<file path="config.mk">
export PLATFORM = sky130hd
export DESIGN_NAME = bip_run_ctrl_flat
export DESIGN_NICKNAME = d
export VERILOG_FILES = /design/src/rtl/bip_pkg.sv /design/src/rtl/bip_run_ctrl_if.sv /design/src/rtl/bip_cycle_counter.sv /design/src/rtl/bip_run_ctrl.sv /design/src/flat_wrapper.sv
export SDC_FILE = /design/constraint.sdc
export NUM_CORES = 1
export LEC_CHECK = 0
export ABC_AREA = 1
export CORE_ASPECT_RATIO = 0.75
export CORE_MARGIN = 5
export CORE_UTILIZATION = 44
export DETAILED_ROUTE_END_ITERATION = 10
export GPL_ROUTABILITY_DRIVEN = 0
export GPL_TIMING_DRIVEN = 0
export PLACE_DENSITY = 0.8
export SETUP_SLACK_MARGIN = 0.5
export SYNTH_ARGS = -nofsm -noshare
export SYNTH_HDL_FRONTEND = slang
export SYNTH_SLANG_ARGS = --single-unit
</file>
<file path="constraint.sdc">
create_clock -name clk -period 1.7 [get_ports clk]
set_input_delay 0.255 -clock clk [delete_from_list [all_inputs] [get_ports clk]]
set_output_delay 0.255 -clock clk [all_outputs]
set_load 0.03 [all_outputs]
</file>
<file path="src/rtl/bip_pkg.sv">
// Shared definitions for the BIP run/step sequencer: opcode and command
// encodings, the run-controller state type and the halt-detect helper.
package bip_pkg;

   localparam logic [4:0] OP_HALT   = 5'b00000;

   localparam logic [1:0] CMD_NOP   = 2'b00;
   localparam logic [1:0] CMD_RUN   = 2'b01;
   localparam logic [1:0] CMD_STEP  = 2'b10;
   localparam logic [1:0] CMD_CLEAR = 2'b11;

   typedef enum logic [2:0] {
      ST_IDLE   = 3'd0,
      ST_RUN    = 3'd1,
      ST_STEP   = 3'd2,
      ST_REPORT = 3'd3,
      ST_CLEAR  = 3'd4
   } run_state_e;

   // HALT only counts away from PC 0: opcode 0 at reset PC is a normal word.
   function automatic logic is_halt(input logic [4:0] op, input logic pc_nonzero);
      return (op == OP_HALT) && pc_nonzero;
   endfunction

endpackage

</file>
<file path="src/rtl/bip_run_ctrl_if.sv">
// Host-side command/report handshake of the BIP run controller.
// master = debug host, slave = bip_run_ctrl.
interface bip_run_ctrl_if #(
   parameter int PC_WIDTH  = 11,
   parameter int CNT_WIDTH = 16
);
   logic                 cmd_valid;
   logic                 cmd_ready;
   logic [1:0]           cmd;
   logic                 rpt_valid;
   logic                 rpt_ready;
   logic [PC_WIDTH-1:0]  rpt_pc;
   logic [CNT_WIDTH-1:0] rpt_cycles;
   logic                 rpt_halted;
   logic                 rpt_timeout;

   modport master (
      output cmd_valid, cmd, rpt_ready,
      input  cmd_ready, rpt_valid, rpt_pc, rpt_cycles, rpt_halted, rpt_timeout
   );

   modport slave (
      input  cmd_valid, cmd, rpt_ready,
      output cmd_ready, rpt_valid, rpt_pc, rpt_cycles, rpt_halted, rpt_timeout
   );
endinterface

</file>
<file path="src/rtl/bip_cycle_counter.sv">
// Saturating executed-cycle counter with enable and synchronous clear.
module bip_cycle_counter #(
   parameter int WIDTH = 16
) (
   input  logic             clk,
   input  logic             reset,
   input  logic             clr_i,
   input  logic             en_i,
   output logic [WIDTH-1:0] cnt_o
);
   logic [WIDTH-1:0] cnt_q;
   logic [WIDTH-1:0] cnt_d;

   // Next count: clear wins, otherwise increment and stick at all-ones.
   always_comb begin
      cnt_d = cnt_q;
      if (clr_i) begin
         cnt_d = '0;
      end else if (en_i && (cnt_q != {WIDTH{1'b1}})) begin
         cnt_d = cnt_q + {{(WIDTH-1){1'b0}}, 1'b1};
      end else begin
         cnt_d = cnt_q;
      end
   end

   // Count register with synchronous reset.
   always_ff @(posedge clk) begin
      if (reset) begin
         cnt_q <= '0;
      end else begin
         cnt_q <= cnt_d;
      end
   end

   assign cnt_o = cnt_q;
endmodule

</file>
<file path="src/rtl/bip_run_ctrl.sv">
// Run/step sequencer for the BIP core: gates the core enable, detects HALT,
// counts enabled cycles and returns a result record to the debug host.
// Optional build macro BIP_CYCLE_LIMIT_EN bounds a RUN to MAX_CYCLES enabled
// cycles since the last CLEAR; without it runs are unbounded and
// rpt_timeout stays 0.
module bip_run_ctrl
   import bip_pkg::*;
#(
   parameter int PC_WIDTH   = 11,
   parameter int CNT_WIDTH  = 16,
   parameter int MAX_CYCLES = 2047
) (
   input  logic                clk,
   input  logic                reset,
   bip_run_ctrl_if.slave       host,
   input  logic [4:0]          opcode,
   input  logic [PC_WIDTH-1:0] pc,
   output logic                bip_enable,
   output logic                bip_reset,
   output logic                busy
);
   run_state_e           state_q, state_d;
   logic                 halted_q, halted_d;
   logic                 timeout_q, timeout_d;
   logic                 run_en_s;
   logic                 halt_now_s;
   logic                 limit_hit_s;
   logic                 cmd_fire_s;
   logic                 in_report_s;
   logic [CNT_WIDTH-1:0] cnt_s;

   assign halt_now_s = is_halt(opcode, pc != '0);
   assign cmd_fire_s = host.cmd_valid && (state_q == ST_IDLE);

`ifdef BIP_CYCLE_LIMIT_EN
   assign limit_hit_s = (cnt_s >= CNT_WIDTH'(MAX_CYCLES));
`else
   assign limit_hit_s = 1'b0;
`endif

   // Sequencer next state, sticky flags and core enable.
   always_comb begin
      state_d   = state_q;
      halted_d  = halted_q;
      timeout_d = timeout_q;
      run_en_s  = 1'b0;
      case (state_q)
         ST_IDLE: begin
            if (cmd_fire_s) begin
               case (host.cmd)
                  CMD_RUN:   state_d = halted_q ? ST_REPORT : ST_RUN;
                  CMD_STEP:  state_d = halted_q ? ST_REPORT : ST_STEP;
                  CMD_CLEAR: state_d = ST_CLEAR;
                  default:   state_d = ST_IDLE;
               endcase
            end else begin
               state_d = ST_IDLE;
            end
         end
         ST_RUN: begin
            // HALT is never executed, so the PC freezes on the HALT word.
            if (halt_now_s) begin
               halted_d = 1'b1;
               state_d  = ST_REPORT;
            end else if (limit_hit_s) begin
               timeout_d = 1'b1;
               state_d   = ST_REPORT;
            end else begin
               run_en_s = 1'b1;
            end
         end
         ST_STEP: begin
            if (halt_now_s) begin
               halted_d = 1'b1;
            end else begin
               run_en_s = 1'b1;
            end
            state_d = ST_REPORT;
         end
         ST_REPORT: begin
            if (host.rpt_ready) begin
               state_d = ST_IDLE;
            end else begin
               state_d = ST_REPORT;
            end
         end
         ST_CLEAR: begin
            halted_d  = 1'b0;
            timeout_d = 1'b0;
            state_d   = ST_IDLE;
         end
         default: begin
            state_d = ST_IDLE;
         end
      endcase
   end

   // State and flag registers with synchronous reset.
   always_ff @(posedge clk) begin
      if (reset) begin
         state_q   <= ST_IDLE;
         halted_q  <= 1'b0;
         timeout_q <= 1'b0;
      end else begin
         state_q   <= state_d;
         halted_q  <= halted_d;
         timeout_q <= timeout_d;
      end
   end

   bip_cycle_counter #(
      .WIDTH (CNT_WIDTH)
   ) u_cycle_counter (
      .clk   (clk),
      .reset (reset),
      .clr_i (state_q == ST_CLEAR),
      .en_i  (bip_enable),
      .cnt_o (cnt_s)
   );

   assign in_report_s = (state_q == ST_REPORT);

   // Enable is masked by reset so an aborted run stops in the reset cycle too.
   assign bip_enable = run_en_s && !reset;
   assign bip_reset  = reset || (state_q == ST_CLEAR);
   assign busy       = (state_q == ST_RUN) || (state_q == ST_STEP);

   assign host.cmd_ready = (state_q == ST_IDLE);
   assign host.rpt_valid = in_report_s;

   // Counter and flags settle on the REPORT entry edge and are frozen for
   // the whole REPORT state (no enable, no clear), so they form the held
   // payload. The core PC is likewise frozen while REPORT holds the enable
   // low, and reading it here includes the effect of the final enabled cycle.
   assign host.rpt_pc      = in_report_s ? pc : '0;
   assign host.rpt_cycles  = in_report_s ? cnt_s : '0;
   assign host.rpt_halted  = in_report_s && halted_q;
`ifdef BIP_CYCLE_LIMIT_EN
   assign host.rpt_timeout = in_report_s && timeout_q;
`else
   assign host.rpt_timeout = 1'b0;
`endif
endmodule

</file>
<file path="src/flat_wrapper.sv">
// flat-port wrapper written by rule: the top's interface ports become plain ports
module bip_run_ctrl_flat import bip_pkg::*;
#(
   parameter int PC_WIDTH   = 11,
   parameter int CNT_WIDTH  = 16,
   parameter int MAX_CYCLES = 2047
)
  (clk, reset, opcode, pc, bip_enable, bip_reset, busy, host_cmd_valid, host_cmd, host_rpt_ready, host_cmd_ready, host_rpt_valid, host_rpt_pc, host_rpt_cycles, host_rpt_halted, host_rpt_timeout);
  bip_run_ctrl_if #(.PC_WIDTH(PC_WIDTH), .CNT_WIDTH(CNT_WIDTH)) host_i ();
  input  logic clk;
  input  logic reset;
  input  logic [4:0] opcode;
  input  logic [PC_WIDTH-1:0] pc;
  output logic bip_enable;
  output logic bip_reset;
  output logic busy;
  input wire logic [$bits(host_i.cmd_valid)-1:0] host_cmd_valid;
  input wire logic [$bits(host_i.cmd)-1:0] host_cmd;
  input wire logic [$bits(host_i.rpt_ready)-1:0] host_rpt_ready;
  output wire logic [$bits(host_i.cmd_ready)-1:0] host_cmd_ready;
  output wire logic [$bits(host_i.rpt_valid)-1:0] host_rpt_valid;
  output wire logic [$bits(host_i.rpt_pc)-1:0] host_rpt_pc;
  output wire logic [$bits(host_i.rpt_cycles)-1:0] host_rpt_cycles;
  output wire logic [$bits(host_i.rpt_halted)-1:0] host_rpt_halted;
  output wire logic [$bits(host_i.rpt_timeout)-1:0] host_rpt_timeout;
  assign host_i.cmd_valid = host_cmd_valid;
  assign host_i.cmd = host_cmd;
  assign host_i.rpt_ready = host_rpt_ready;
  assign host_cmd_ready = host_i.cmd_ready;
  assign host_rpt_valid = host_i.rpt_valid;
  assign host_rpt_pc = host_i.rpt_pc;
  assign host_rpt_cycles = host_i.rpt_cycles;
  assign host_rpt_halted = host_i.rpt_halted;
  assign host_rpt_timeout = host_i.rpt_timeout;
  bip_run_ctrl #(.PC_WIDTH(PC_WIDTH), .CNT_WIDTH(CNT_WIDTH), .MAX_CYCLES(MAX_CYCLES)) u_core (.clk(clk), .reset(reset), .host(host_i), .opcode(opcode), .pc(pc), .bip_enable(bip_enable), .bip_reset(bip_reset), .busy(busy));
endmodule
</file>
**Word-level counts from Yosys, hierarchy flattened**

Cells that the tools add are included.

- Flip-flop bits (word level): 20
- Output and inout bits: 34

- $add $sub $neg: 1
- Eq/ne operators: 10
- Mux-type cells: 13
- Reductions and logical operators: 15

Operators by type and width:

| cell | count |
|---|---|
| 16-bit by 1-bit adder with 16-bit output, second input constant | 1 |
| 16-bit 2-to-1 mux | 1 |
| 16-bit != test, second input constant | 1 |
| 3-bit case mux with 4 select lines | 1 |
| 11-bit 2-to-1 mux | 1 |
| 11-bit nonzero test | 1 |
| 3-bit case mux with 3 select lines | 1 |
| 3-bit by 2-bit equality test with 1-bit output, second input constant | 2 |
| 3-bit 2-to-1 mux | 2 |
| 1-bit logical AND | 5 |
| 5-bit zero test | 1 |
| 2-bit equality test, second input constant | 2 |
| 1-bit 2-to-1 mux | 4 |
| 2-bit 2-to-1 mux | 2 |
| 2-bit by 1-bit != test with 1-bit output, second input constant | 2 |
| 2-bit OR reduction | 2 |
| 3-bit by 1-bit equality test with 1-bit output, second input constant | 1 |
| 3-bit equality test, second input constant | 1 |
| 3-bit zero test | 1 |
| 2-bit by 1-bit equality test with 1-bit output, second input constant | 1 |
| 1-bit logical OR | 2 |
| 1-bit case mux with 2 select lines | 1 |
| 2-bit AND reduction | 1 |
| 2-bit nonzero test | 1 |
| 1-bit zero test | 1 |

**Logic depth before layout (Yosys ltp)**

- Depth in word-level cells: 6
- Gate-level depth with buffers: 10

**Modules after synthesis**

Synthesis repeated with hierarchy kept, for this count alone.

- Cells, all modules: 269
- Area total of the unflattened synthesis: 1729.2 um^2

By module, submodules not included:

| module | instances | cells each | area an instance (um^2) | seq. area each (um^2) |
|---|---|---|---|---|
| bip_cycle_counter | 1 | 156 | 1004.7 | 320.3 |
| bip_run_ctrl | 1 | 113 | 724.4 | 80.1 |

**Worst setup path before layout**

OpenSTA, ideal clock, no wires.

- Path kind: reg2reg
- From: reg u_core.state_q[0]
- To: reg u_core.u_cycle_counter.cnt_q[12], in the netlist u_core.u_cycle_counter.cnt_o[12]
- Setup time: 0.110 ns
- Data arrival time: 1.690 ns
- Required time: 1.590 ns
- Path slack: -0.100 ns
- Cell stages (with the launch flop): 10
- Buffers on the path: 0
- Period minus slack after synthesis: 1.800 ns
- Cells stage by stage: dfxtp_1 -> nor2_1 -> inv_2 -> nand3_2 -> inv_1 -> nand2_1 -> a21oi_1 -> nand3_1 -> nand2_1 -> nor2_1

- Longest elaborated chain between the ends: 5
- Elaborated cells between the ends (all ways): 8
- Those cells by class: 3 x eq/ne; 1 x mux; 4 x reduce/logical

Ends and longest elaborated chain:

| element | RTL line | text |
|---|---|---|
| start, declared | bip_run_ctrl.sv:22 | `run_state_e state_q, state_d;` |
| start signal, assigned | bip_run_ctrl.sv:105 | `state_q <= state_d;` |
| 3-bit by 2-bit equality test with 1-bit output / 3-bit by 1-bit equality test with 1-bit output (equally long branches) | bip_run_ctrl.sv:47 | `case (state_q)` |
| 2-bit OR reduction (no line) (*) | n/a |  |
| 1-bit 2-to-1 mux (*) | n/a |  |
| 1-bit logical AND (*) | bip_run_ctrl.sv:124 | `assign bip_enable = run_en_s && !reset;` |
| named net bip_enable | flat_wrapper.sv:14 | `output logic bip_enable;` |
| 1-bit logical AND (*) | bip_cycle_counter.sv:19 | `end else if (en_i && (cnt_q != {WIDTH{1'b1}})) begin` |
| end signal, assigned | bip_cycle_counter.sv:31 | `cnt_q <= cnt_d;` |
| end, declared | bip_cycle_counter.sv:11 | `logic [WIDTH-1:0] cnt_q;` |

The timed path passes the listed nets; every way through them passes the cells marked *.
A chain may end at the register's enable or synchronous reset.

**Final worst setup path**

- From: reg u_core.state_q[1]
- To: out host_rpt_pc[6]

- Longest elaborated chain between the ends: 2

Ends and longest elaborated chain:

| element | RTL line | text |
|---|---|---|
| 3-bit by 2-bit equality test with 1-bit output | bip_run_ctrl.sv:121 | `assign in_report_s = (state_q == ST_REPORT);` |
| 11-bit 2-to-1 mux | bip_run_ctrl.sv:135 | `assign host.rpt_pc = in_report_s ? pc : '0;` |
| end, declared | flat_wrapper.sv:22 | `output wire logic [$bits(host_i.rpt_pc)-1:0] host_rpt_pc;` |

Every way passes these cells.

==> results_dict.tcl <==
set metrics [dict create \
    io_buffer_count 54 \
    clockBufferDepth 2 \
    nNetsFinal 364 \
    htree_levels 1 \
    timing.final.crit_share_pct 96.0 \
    powerDensity_nw_per_um2 691 \
    max_freq_mhz 613 \
    grt_pass1_wl_um 9710 \
    finalInstanceArea_um2 2860 \
    max_cap_viol_count 0 \
    wl_per_cell_um 16.2 \
    drive_gt1_share_pct 47.9 \
    dp_hpwl_um 3350 \
    post-route-min-period_ns 1.63 \
    worstSetupPathType "register to primary output" \
    rows 18 \
    clk-insertion-delay-late_ns 0.26 \
    numCtsBuffers 3 \
    ys_seq_elements 20 \
    yosysWarnings 0 \
    synth_seq_area_share_pct 27.2 \
    clkTransAtPathRegs_ns 0.08 \
    drtIter0Drc 218 \
    boundaryPins 56 \
    finalWirelength_um 6170 \
    via_count 2020 \
    area_growth_pct 94.0 \
    ir_drop_mv 0.626 \
    dieWidth_um 76.8 \
    cts_tree "yes" \
    die_h_um 60.1 \
    grtUsageTotal_pct 26.5 \
    setup_viol 0 \
    postSynthAreaPerCell_um2 5.94 \
    syn_area_um2 1470 \
    ys.flop_type "dfxtp_1" \
    grt_max_degree 12 \
    yosys-top-cells-area "dfxtp_1 (27%), nand2_1 (16%), nor2_1 (13%)" \
    hold_buffers 0 \
    root_buffer "clkbuf_8" \
    diodes 0 \
    cp-start-kind "register" \
    syn_nets 271 \
    postRouteAntennaNets 0 \
    finalHoldViolations 0 \
    synth_common_cells "nand2_1 (64), nor2_1 (50), inv_1 (41)" \
    synth_edf_count 0 \
    fillCellCount 165 \
    crit_fanout 5 \
    core_um2 3270 \
    syn_inst 248 \
    endpoint_kind "primary output" \
    cts_sinks 20 \
    fin_skew_ns 0.00167 \
    drv_slew 0 \
    place_area_um2 2350 \
    drc_errors 0 \
    drt-vias-per-instance 5.32 \
    rsz0062_at_grt "yes" \
    yosysTopAreaCellShare_pct 27.2 \
    yosysMostFrequentCell "nand2_1" \
    postSynth.asyncResetShare_pct 0 \
    fin_setup_tns_ns 0 \
    dr.pass1.iters 6 \
    die_area_um2 4620 \
    grt-ovfl-total 0 \
    min-delay-path-class "input pin to register" \
    start_util_pct 45.1 \
    crit_arrival_ns 1.38 \
    grt_antenna_before_repair 0 \
    status "complete, no violations" \
    grt_pass1_vias 1996 \
    crit_required_ns 1.44 \
    p_leak_nw 1.22 \
    yosys.area.top_type "dfxtp_1" \
    synth_cell_types 29 \
]
## worst max-delay path, stage by stage, from the launching register on
cell and delay, ns:
dfxtp_2 0.36, nand2_2 0.07, inv_2 0.07, nand2_4 0.09, buf_16 0.16, buf_12 0.14, nor2_4 0.08, buf_6 0.13
## final cells by class
class | count | area [um2] | share of cell area, %
multi-input combinational | 178 | 1200 | 41.8
timing repair buffer | 88 | 867 | 30.3
sequential | 20 | 417 | 14.6
inverter | 43 | 171 | 6.00
buffer | 7 | 103 | 3.59
clock buffer | 4 | 55.1 | 1.93
tap | 40 | 50.0 | 1.75
## placed cells by master, fill, tap and decap left out, types with 8 or more instances in the layout
master	count
dfxtp_1	9
nand2_2	8
nand2_1	53
dfxtp_2	10
xor2_1	8
dlygate4sd2_1	15
nor2_1	18
inv_1	34
nand3_1	8
a21oi_2	8
buf_4	37
a21oi_1	10
buf_6	27
nor2_4	30
## what timing repair did
| item | CTS | global route |
|---|---|---|
| buffers inserted | 23 | 7 |
| pin swaps | 25 | 8 |
| endpoints found under the setup margin | 51 | 50 |
| cloned | 4 | 0 |
| gates resized for setup | 262 | 15 |
## flip-flops by register name (all words and copies together), names as in the netlist
| signal | cells |
|---|---|
| u_core.halted_q | 1 |
| u_core.u_cycle_counter.cnt_o | 16 |
| u_core.state_q | 3 |
## report_power, final
| group | leakage, nW | internal (mW) | total [mW] | switching [mW] |
|---|---|---|---|---|
| clock | 0.0288 | 0.207 | 0.386 | 0.179 |
| combinational | 1.02 | 0.490 | 1.06 | 0.572 |
| sequential | 0.167 | 0.499 | 0.527 | 0.0280 |
| total | 1.22 | 1.20 | 1.97 | 0.779 |
## metrics by stage
| step | instances | hold WS, ns | setup WS, ns | total power [mW] | util (%) |
|---|---|---|---|---|---|
| after floorplan | 248 | 0.317 | 0.407 | 1.07 | - |
| after global placement | 342 | 0.485 | -0.681 | 1.29 | 72.1 |
| after detailed placement | 342 | 0.490 | -0.695 | 1.30 | 72.1 |
| after CTS | 373 | 0.457 | 0.0960 | 1.89 | 84.5 |
| after global routing | 380 | 0.486 | 0.0178 | 2.04 | 87.5 |
| final | 380 | 0.448 | 0.0677 | 1.97 | 87.5 |
## path summary, 6_finish.rpt
path / slack (ns) / cells past startpoint / from / end
setup / recovery: 0.07 / 7 / u_core.state_q[1] / host_rpt_pc[6]
hold / removal: 0.45 / 2 / reset / u_core.state_q[2]
setup reg to reg: 0.14 / 7 / u_core.u_cycle_counter.cnt_o[9] / u_core.u_cycle_counter.cnt_o[15]
hold reg to reg: 0.51 / 2 / u_core.u_cycle_counter.cnt_o[14] / u_core.u_cycle_counter.cnt_o[14]
## kinds of logic (layout without fill, tap and decap cells)
| logic type | count (synthesis) | count (layout) | synth area share, % |
|---|---|---|---|
| compound gates | 26 | 26 | 10.2 |
| xor+xnor | 8 | 8 | 4.75 |
| fa+ha+maj | 1 | 1 | 0.849 |
| buf+inv | 50 | 142 | 14.2 |
| flops | 20 | 20 | 27.2 |
| other cells | 1 | 1 | 0.254 |
| simple gates | 142 | 142 | 42.6 |
## per-layer routing
layer | vias up | GRT usage (%) | share of wire (%)
li1 | 939 | - | -
met1 | 919 | 30.8 | 40
met2 | 131 | 47.3 | 47
met3 | 31 | 5.57 | 8.7
met4 | 0 | 12.7 | 3.7
met5 | - | 0 | 0
Note: power is estimated with default switching activity, not from simulation.
